**src/rtl/bcd_serial_add_ctrl.sv**
```systemverilog
// Digit-serial packed-BCD adder: one digit adder swept LSD first, one digit per clock.
// Ports: clk, rst (async high), start/cin/a/b in; busy, done, sum, cout, err out. Option: BCD_INPUT_CHECK_EN.

module bcd_digit_add (
  input  logic [3:0] a,
  input  logic [3:0] b,
  input  logic       cin,
  output logic [3:0] sum,
  output logic       cout
);
  logic [4:0] s;

  always_comb begin
    s = {1'b0, a} + {1'b0, b} + {4'b0, cin};
    if (s > 5'd15 || s[3:0] > 4'd9) begin
      sum  = s[3:0] + 4'd6;
      cout = 1'b1;
    end else begin
      sum  = s[3:0];
      cout = 1'b0;
    end
  end
endmodule

module bcd_serial_add_ctrl #(
  parameter int DIGITS = 4,
  parameter int CW     = 3
) (
  input  logic                clk,
  input  logic                rst,
  input  logic                start,
  input  logic                cin,
  input  logic [4*DIGITS-1:0] a,
  input  logic [4*DIGITS-1:0] b,
  output logic                busy,
  output logic                done,
  output logic [4*DIGITS-1:0] sum,
  output logic                cout,
  output logic                err
);
  localparam int W = 4 * DIGITS;
  localparam logic [CW-1:0] LAST = CW'(DIGITS - 1);

  typedef enum logic [1:0] {IDLE, RUN, DONE} state_t;

  state_t        state, state_nxt;
  logic [W-1:0]  a_sh, b_sh, sum_q, sum_shift;
  logic [CW-1:0] idx;
  logic          carry_reg, cout_q;
  logic [3:0]    dsum;
  logic          dcout;
  logic          accept;

  assign accept = (state == IDLE) && start;

  bcd_digit_add u_digit (
    .a    (a_sh[3:0]),
    .b    (b_sh[3:0]),
    .cin  (carry_reg),
    .sum  (dsum),
    .cout (dcout)
  );

  // Result digits enter at the MS end so digit 0 ends up at [3:0].
  generate
    if (DIGITS == 1) begin : g_one
      assign sum_shift = dsum;
    end else begin : g_many
      assign sum_shift = {dsum, sum_q[W-1:4]};
    end
  endgenerate

  always_ff @(posedge clk or posedge rst) begin
    if (rst) state <= IDLE;
    else     state <= state_nxt;
  end

  always_comb begin
    state_nxt = state;
    unique case (state)
      IDLE:    if (start) state_nxt = RUN;
      RUN:     if (idx == LAST) state_nxt = DONE;
      DONE:    state_nxt = IDLE;
      default: state_nxt = IDLE;
    endcase
  end

  always_comb begin
    busy = (state == RUN) || (state == DONE);
    done = (state == DONE);
  end

  always_ff @(posedge clk or posedge rst) begin
    if (rst) begin
      a_sh      <= '0;
      b_sh      <= '0;
      sum_q     <= '0;
      idx       <= '0;
      carry_reg <= 1'b0;
      cout_q    <= 1'b0;
    end else if (accept) begin
      a_sh      <= a;
      b_sh      <= b;
      sum_q     <= '0;
      idx       <= '0;
      carry_reg <= cin;
      cout_q    <= 1'b0;
    end else if (state == RUN) begin
      a_sh      <= a_sh >> 4;
      b_sh      <= b_sh >> 4;
      sum_q     <= sum_shift;
      idx       <= idx + CW'(1);
      carry_reg <= dcout;
      if (idx == LAST) cout_q <= dcout;
    end
  end

  assign sum  = sum_q;
  assign cout = cout_q;

`ifdef BCD_INPUT_CHECK_EN
  logic err_q;

  // Sticky across the whole operand; only a new accepted start clears it.
  always_ff @(posedge clk or posedge rst) begin
    if (rst)
      err_q <= 1'b0;
    else if (accept)
      err_q <= 1'b0;
    else if (state == RUN && (a_sh[3:0] > 4'd9 || b_sh[3:0] > 4'd9))
      err_q <= 1'b1;
  end

  assign err = err_q;
`else
  assign err = 1'b0;
`endif

endmodule

```
**config.mk**
```make
export PLATFORM = sky130hd
export DESIGN_NAME = bcd_serial_add_ctrl
export DESIGN_NICKNAME = d
export VERILOG_FILES = /design/src/rtl/bcd_serial_add_ctrl.sv
export SDC_FILE = /design/constraint.sdc
export NUM_CORES = 1
export LEC_CHECK = 0
export ABC_AREA = 1
export CORE_ASPECT_RATIO = 1.75
export CORE_UTILIZATION = 47
export DETAILED_ROUTE_END_ITERATION = 12
export PLACE_DENSITY = 0.87
export SLEW_MARGIN = 0
export SYNTH_ARGS = -nofsm -noshare
export SYNTH_HDL_FRONTEND = slang
export SYNTH_HIERARCHICAL = 1
export SYNTH_SLANG_ARGS = --single-unit
```
**constraint.sdc**
```tcl
create_clock -name clk -period 2 [get_ports clk]
set_input_delay 0.4 -clock clk [delete_from_list [all_inputs] [get_ports clk]]
set_output_delay 0.4 -clock clk [all_outputs]
set_load 0.02 [all_outputs]
```
* Word-level counts from Yosys, hierarchy flattened *
Cells that the tools add are included.

word-level totals
  bits in read-only memories = 0
  output and inout port bits = 20
  bits of input ports = 36
  RAM bits = 0
  bits in registers = 55
  logic and storage cells = 44
  memories = 0
  latch bits = 0

operators by class
  add/subtract/negate cells = 4
  reductions and logical operators = 8
  shift-type cells = 0
  muxes and demuxes = 18
  equality and inequality tests = 5
  $lt $le $gt $ge = 2
  divide/modulo/power cells = 0
  multiply operators = 0
  bitwise gates (word level) = 0

operators by type and width
  kind                                                                   count
  16-bit two-way mux                                                     6
  1-bit two-way mux                                                      6
  3-bit two-way mux                                                      2
  4-bit by 4-bit adder with 5-bit output                                 1
  5-bit by 1-bit adder with 5-bit output                                 1
  5-bit by 4-bit > comparator with 1-bit output, second input constant   1
  4-bit by 3-bit adder with 4-bit output, second input constant          1
  4-bit > comparator, second input constant                              1
  2-bit two-way mux                                                      2
  4-bit two-way mux                                                      1
  2-bit case mux with 2 select lines                                     1
  2-bit AND reduction                                                    2
  2-bit nonzero test                                                     2
  3-bit by 1-bit adder with 3-bit output, second input constant          1
  3-bit by 2-bit equality test with 1-bit output, second input constant  1
  2-bit by 1-bit equality test with 1-bit output, second input constant  1
  2-bit equality test, second input constant                             1
  2-bit zero test                                                        1
  1-bit logical OR                                                       2
  2-bit by 1-bit != test with 1-bit output, second input constant        1
  2-bit != test, second input constant                                   1
  1-bit logical AND                                                      1

* Logic depth before layout (Yosys ltp) *
  word-level depth = 8
  gate-level depth with buffers = 16
  depth with buffers taken out = 16

* Modules after synthesis *
Netlist, hierarchy kept.

modules (own cells, without submodules)
  module               area an instance (sq um)  cells each  sequential area each (sq um)  instances
  bcd_serial_add_ctrl  2562.5                    295         1376.3                        1
  bcd_digit_add        312.8                     50          0.0                           1

* Worst setup path before layout *
OpenSTA, ideal clock, no wires.

  kind = flip-flop to flip-flop
  from = register a_sh[0]
  to = register sum_q[13] (netlist: sum[13])
  path buffers = 0
  period minus slack after synthesis = 2200 ps
  arrival = 2080 ps
  slack = -200 ps
  library setup time = 120 ps
  data required time = 1880 ps
  cell stages (with the launch flop) = 13
  cells stage by stage = dfrtp_1 > fa_1 > inv_1 > fa_1 > inv_1 > ha_1 > a21oi_1 > nand2_2 > nand3_2 > nand3_1 > nand2_1 > nor2_1 > nor2_1

between the ends
  word-level cells in the longest chain between the ends = 7
  elaborated cells on any way between the ends = 9
  those cells by class = add/sub (3); order compare (2); mux (3); reduce/logical (1)

ends and longest elaborated chain
  element                                                                                     RTL line  RTL
  start, declared                                                                             47        logic [W-1:0] a_sh, b_sh, sum_q, sum_shift;
  start signal, assigned                                                                      109       a_sh <= a_sh >> 4;
  4-bit by 4-bit adder with 5-bit output *                                                    14        s = {1'b0, a} + {1'b0, b} + {4'b0, cin};
  5-bit by 1-bit adder with 5-bit output *                                                    14
  5-bit by 4-bit > comparator with 1-bit output / 4-bit > comparator (equally long branches)  15        if (s > 5'd15 || s[3:0] > 4'd9) begin
  1-bit logical OR                                                                            15
  4-bit two-way mux *                                                                         15
  via dsum[1]                                                                                 50        logic [3:0] dsum;
  16-bit two-way mux *                                                                        108       end else if (state == RUN) begin
  16-bit two-way mux *                                                                        101       end else if (accept) begin
  end signal, assigned                                                                        111       sum_q <= sum_shift;
  end, declared                                                                               47

The timed path passes the listed nets; every way through them passes the cells marked *. The select of a mux whose other input is x is not followed.
A chain may end at the register's enable or synchronous reset.

* Worst setup path after layout *
  from = register b_sh[0]
  to = register sum_q[13] (netlist: sum[13])

between the ends
  word-level cells in the longest chain between the ends = 7
  elaborated cells on any way between the ends = 9
  those cells by class = add/sub (3); order compare (2); mux (3); reduce/logical (1)

ends and longest elaborated chain
  element                                                                                     RTL line  RTL
  start, declared                                                                             47
  start signal, assigned                                                                      110       b_sh <= b_sh >> 4;
  4-bit by 4-bit adder with 5-bit output *                                                    14
  5-bit by 1-bit adder with 5-bit output *                                                    14
  5-bit by 4-bit > comparator with 1-bit output / 4-bit > comparator (equally long branches)  15
  1-bit logical OR                                                                            15
  4-bit two-way mux *                                                                         15
  via dsum[1]                                                                                 50
  16-bit two-way mux *                                                                        108
  16-bit two-way mux *                                                                        101

Marked as above.

==> metrics.yaml <==
clock_latency_ns: 0.30
num_vias: 2461
min_period_over_period: 1.13
grt_max_degree: 56
detail_route.first_pass.iterations: 4
ant_nets: 0
p_leak_nw: 1.77
hp-class: "in2async"
syn_area_sq_um: 2880
final_cell_mix: "nand3_1, nand2_1, dfrtp_1"
reg2reg_from: "b_sh[0]"
synth_top_area_share: 0.479
ctsHtreeMaxLevel: 2
status: "finished with violations"
total_power_w: 0.00653
slew_viol_final: 0
cts.hold.buffers_added: 0
ys_ff_latch: 55
syn_area_per_cell_sq_um: 8.33
syn_inst: 345
wl_per_cell_microns: 13.0
violations: "negative setup slack"
dieArea_sq_um: 6450
ys_top_cells_by_area: "dfrtp_1, nand3_1, nand2_1"
rows: 37
finalClockSkew_ns: 0.00421
drc: 0
final_nets: 449
ys_warn_count: 6
fillers: 519
ys_seq_area_frac: 0.479
dr.first_iter.drc_count: 153
worst_slack_ns: -0.253
die_width_microns: 61.1
drt-vias-per-instance: 5.15
diodes: 0
track_usage: 0.210
ir_drop_uv: 1170
setup-violations-final: 5
hold_violations: 0
startpoint: "b_sh[0]"
io_pins: 56
grt_pass1_wl_microns: 10400
core_area_sq_um: 5880
cts_tree: "yes"
critPathLaunchType: "flop"
crit_required_ns: 2.20
portBuffers: 54
die_h_microns: 105
synth_top_cell_by_area: "dfrtp_1"
hpwlAfterDp_microns: 4360
antenna_found_initial: 0
cts-root-buf: "clkbuf_8"
pwr_density_cell_nw_per_um2: 1800
period_minus_slack_ns: 2.25
path_class: "reg2reg"
final_common_cell: "nand3_1"
multi_input_area_sq_um: 1290
end_kind: "flop"
crit_arrival_ns: 2.45
crit_fanout: 5
overflow: 0
fmax_mhz: 444
regArea_sq_um: 1380
grt_pass1_vias: 2378
dp_slack_ns: -0.273
numCtsBuffers: 5
clock_path_buffers: 2
synthesis.nets: 395
synth.distinct_cells: 21
clk_pin_slew_ns: 0.09
rsz0062_at_grt: "yes"
area_growth_pct: 25.9
initial_utilization: 0.489
drt-total-wl_microns: 6210
gp_congestion: 0.853
cts_num_sinks: 55
drive_gt1_frac: 0.113
maxCapViolCount: 0
==> metrics by stage <==
step / hold WS (ns) / TNS (ns) / utilization / cell area [sq um] / instances
detailed placement: 0.487 / -1.10 / 0.597 / 3510 / 469
global route: 0.496 / -1.59 / 0.616 / 3620 / 478
global placement: 0.482 / -0.581 / 0.597 / 3510 / 469
floorplan: 0.467 / -0.488 / - / 2910 / 345
CTS: 0.489 / -0.961 / 0.616 / 3620 / 478
finish: 0.470 / -1.07 / 0.616 / 3620 / 478
==> final cells by class <==
class / instances / area share
Timing Repair Buffer: 69 / 0.187
Multi-Input combinational cell: 246 / 0.356
Tap cell: 78 / 0.0270
Sequential cell: 55 / 0.380
Clock buffer: 8 / 0.0276
Inverter: 22 / 0.0228
==> critical path, cell delays in order, from the launching register on <==
cell	delay (ns)
dfrtp_1	0.42
fa_2	0.41
inv_2	0.07
fa_2	0.21
nand2_2	0.06
nand2_2	0.08
inv_2	0.05
ha_4	0.15
a21oi_2	0.13
nand2_2	0.09
nand3_4	0.12
nand2_4	0.07
nand2_1	0.07
nand2_1	0.06
nor2_1	0.10
nor2_1	0.05
==> synth_stat cells <==
library cell	count
nand2_2	4
nor2_1	36
buf_2	9
nand3_1	91
nand3_2	1
dfrtp_1	55
nand2_1	75
ha_1	12
o21ai_0	16
a21oi_4	1
buf_4	5
o21ai_1	1
inv_2	3
fa_1	2
conb_1	1
nand2_4	1
a21oi_1	3
and3_1	1
xnor2_1	1
buf_6	8
inv_1	19
==> final timing paths <==
kind	endpoint	slack, ns	depth (start not counted)
max in group asynchronous	a_sh[2]	1.28	3
setup / recovery	sum[13]	-0.25	15
hold reg to reg	a_sh[12]	0.50	2
hold / removal	sum[0]	0.47	3
setup reg to reg	sum[13]	-0.25	15
min in group clk	a_sh[12]	0.50	2
==> cells by family after synthesis <==
kind of cell	share of synthesized area
AO/OA/AOI/OAI	0.0405
XOR/XNOR	0.00305
adder cells (fa/ha/maj)	0.0661
buffers and inverters	0.0888
flip-flops	0.479
other	0.00130
AND/OR/NAND/NOR	0.322
==> per-layer routing <==
layer  part of all wire  track usage  vias up
met1               0.40        0.275     1165
li1                   -            -     1226
met5                  0            0        -
met4              0.013       0.0633        0
met3              0.034       0.0221        8
met2               0.55        0.355       62
==> report_power, final <==
group / internal [W] / switching [W]
combinational: 0.00163 / 0.00227
clock: 0.000317 / 0.000338
sequential: 0.00164 / 0.000337
==> timing repair <==
action	4_1_cts	5_1_grt
pin swaps	7	5
gates resized for setup	4	1
buffers inserted	1	0
setup endpoints to repair	7	5
(Power assumes the default switching activity.)
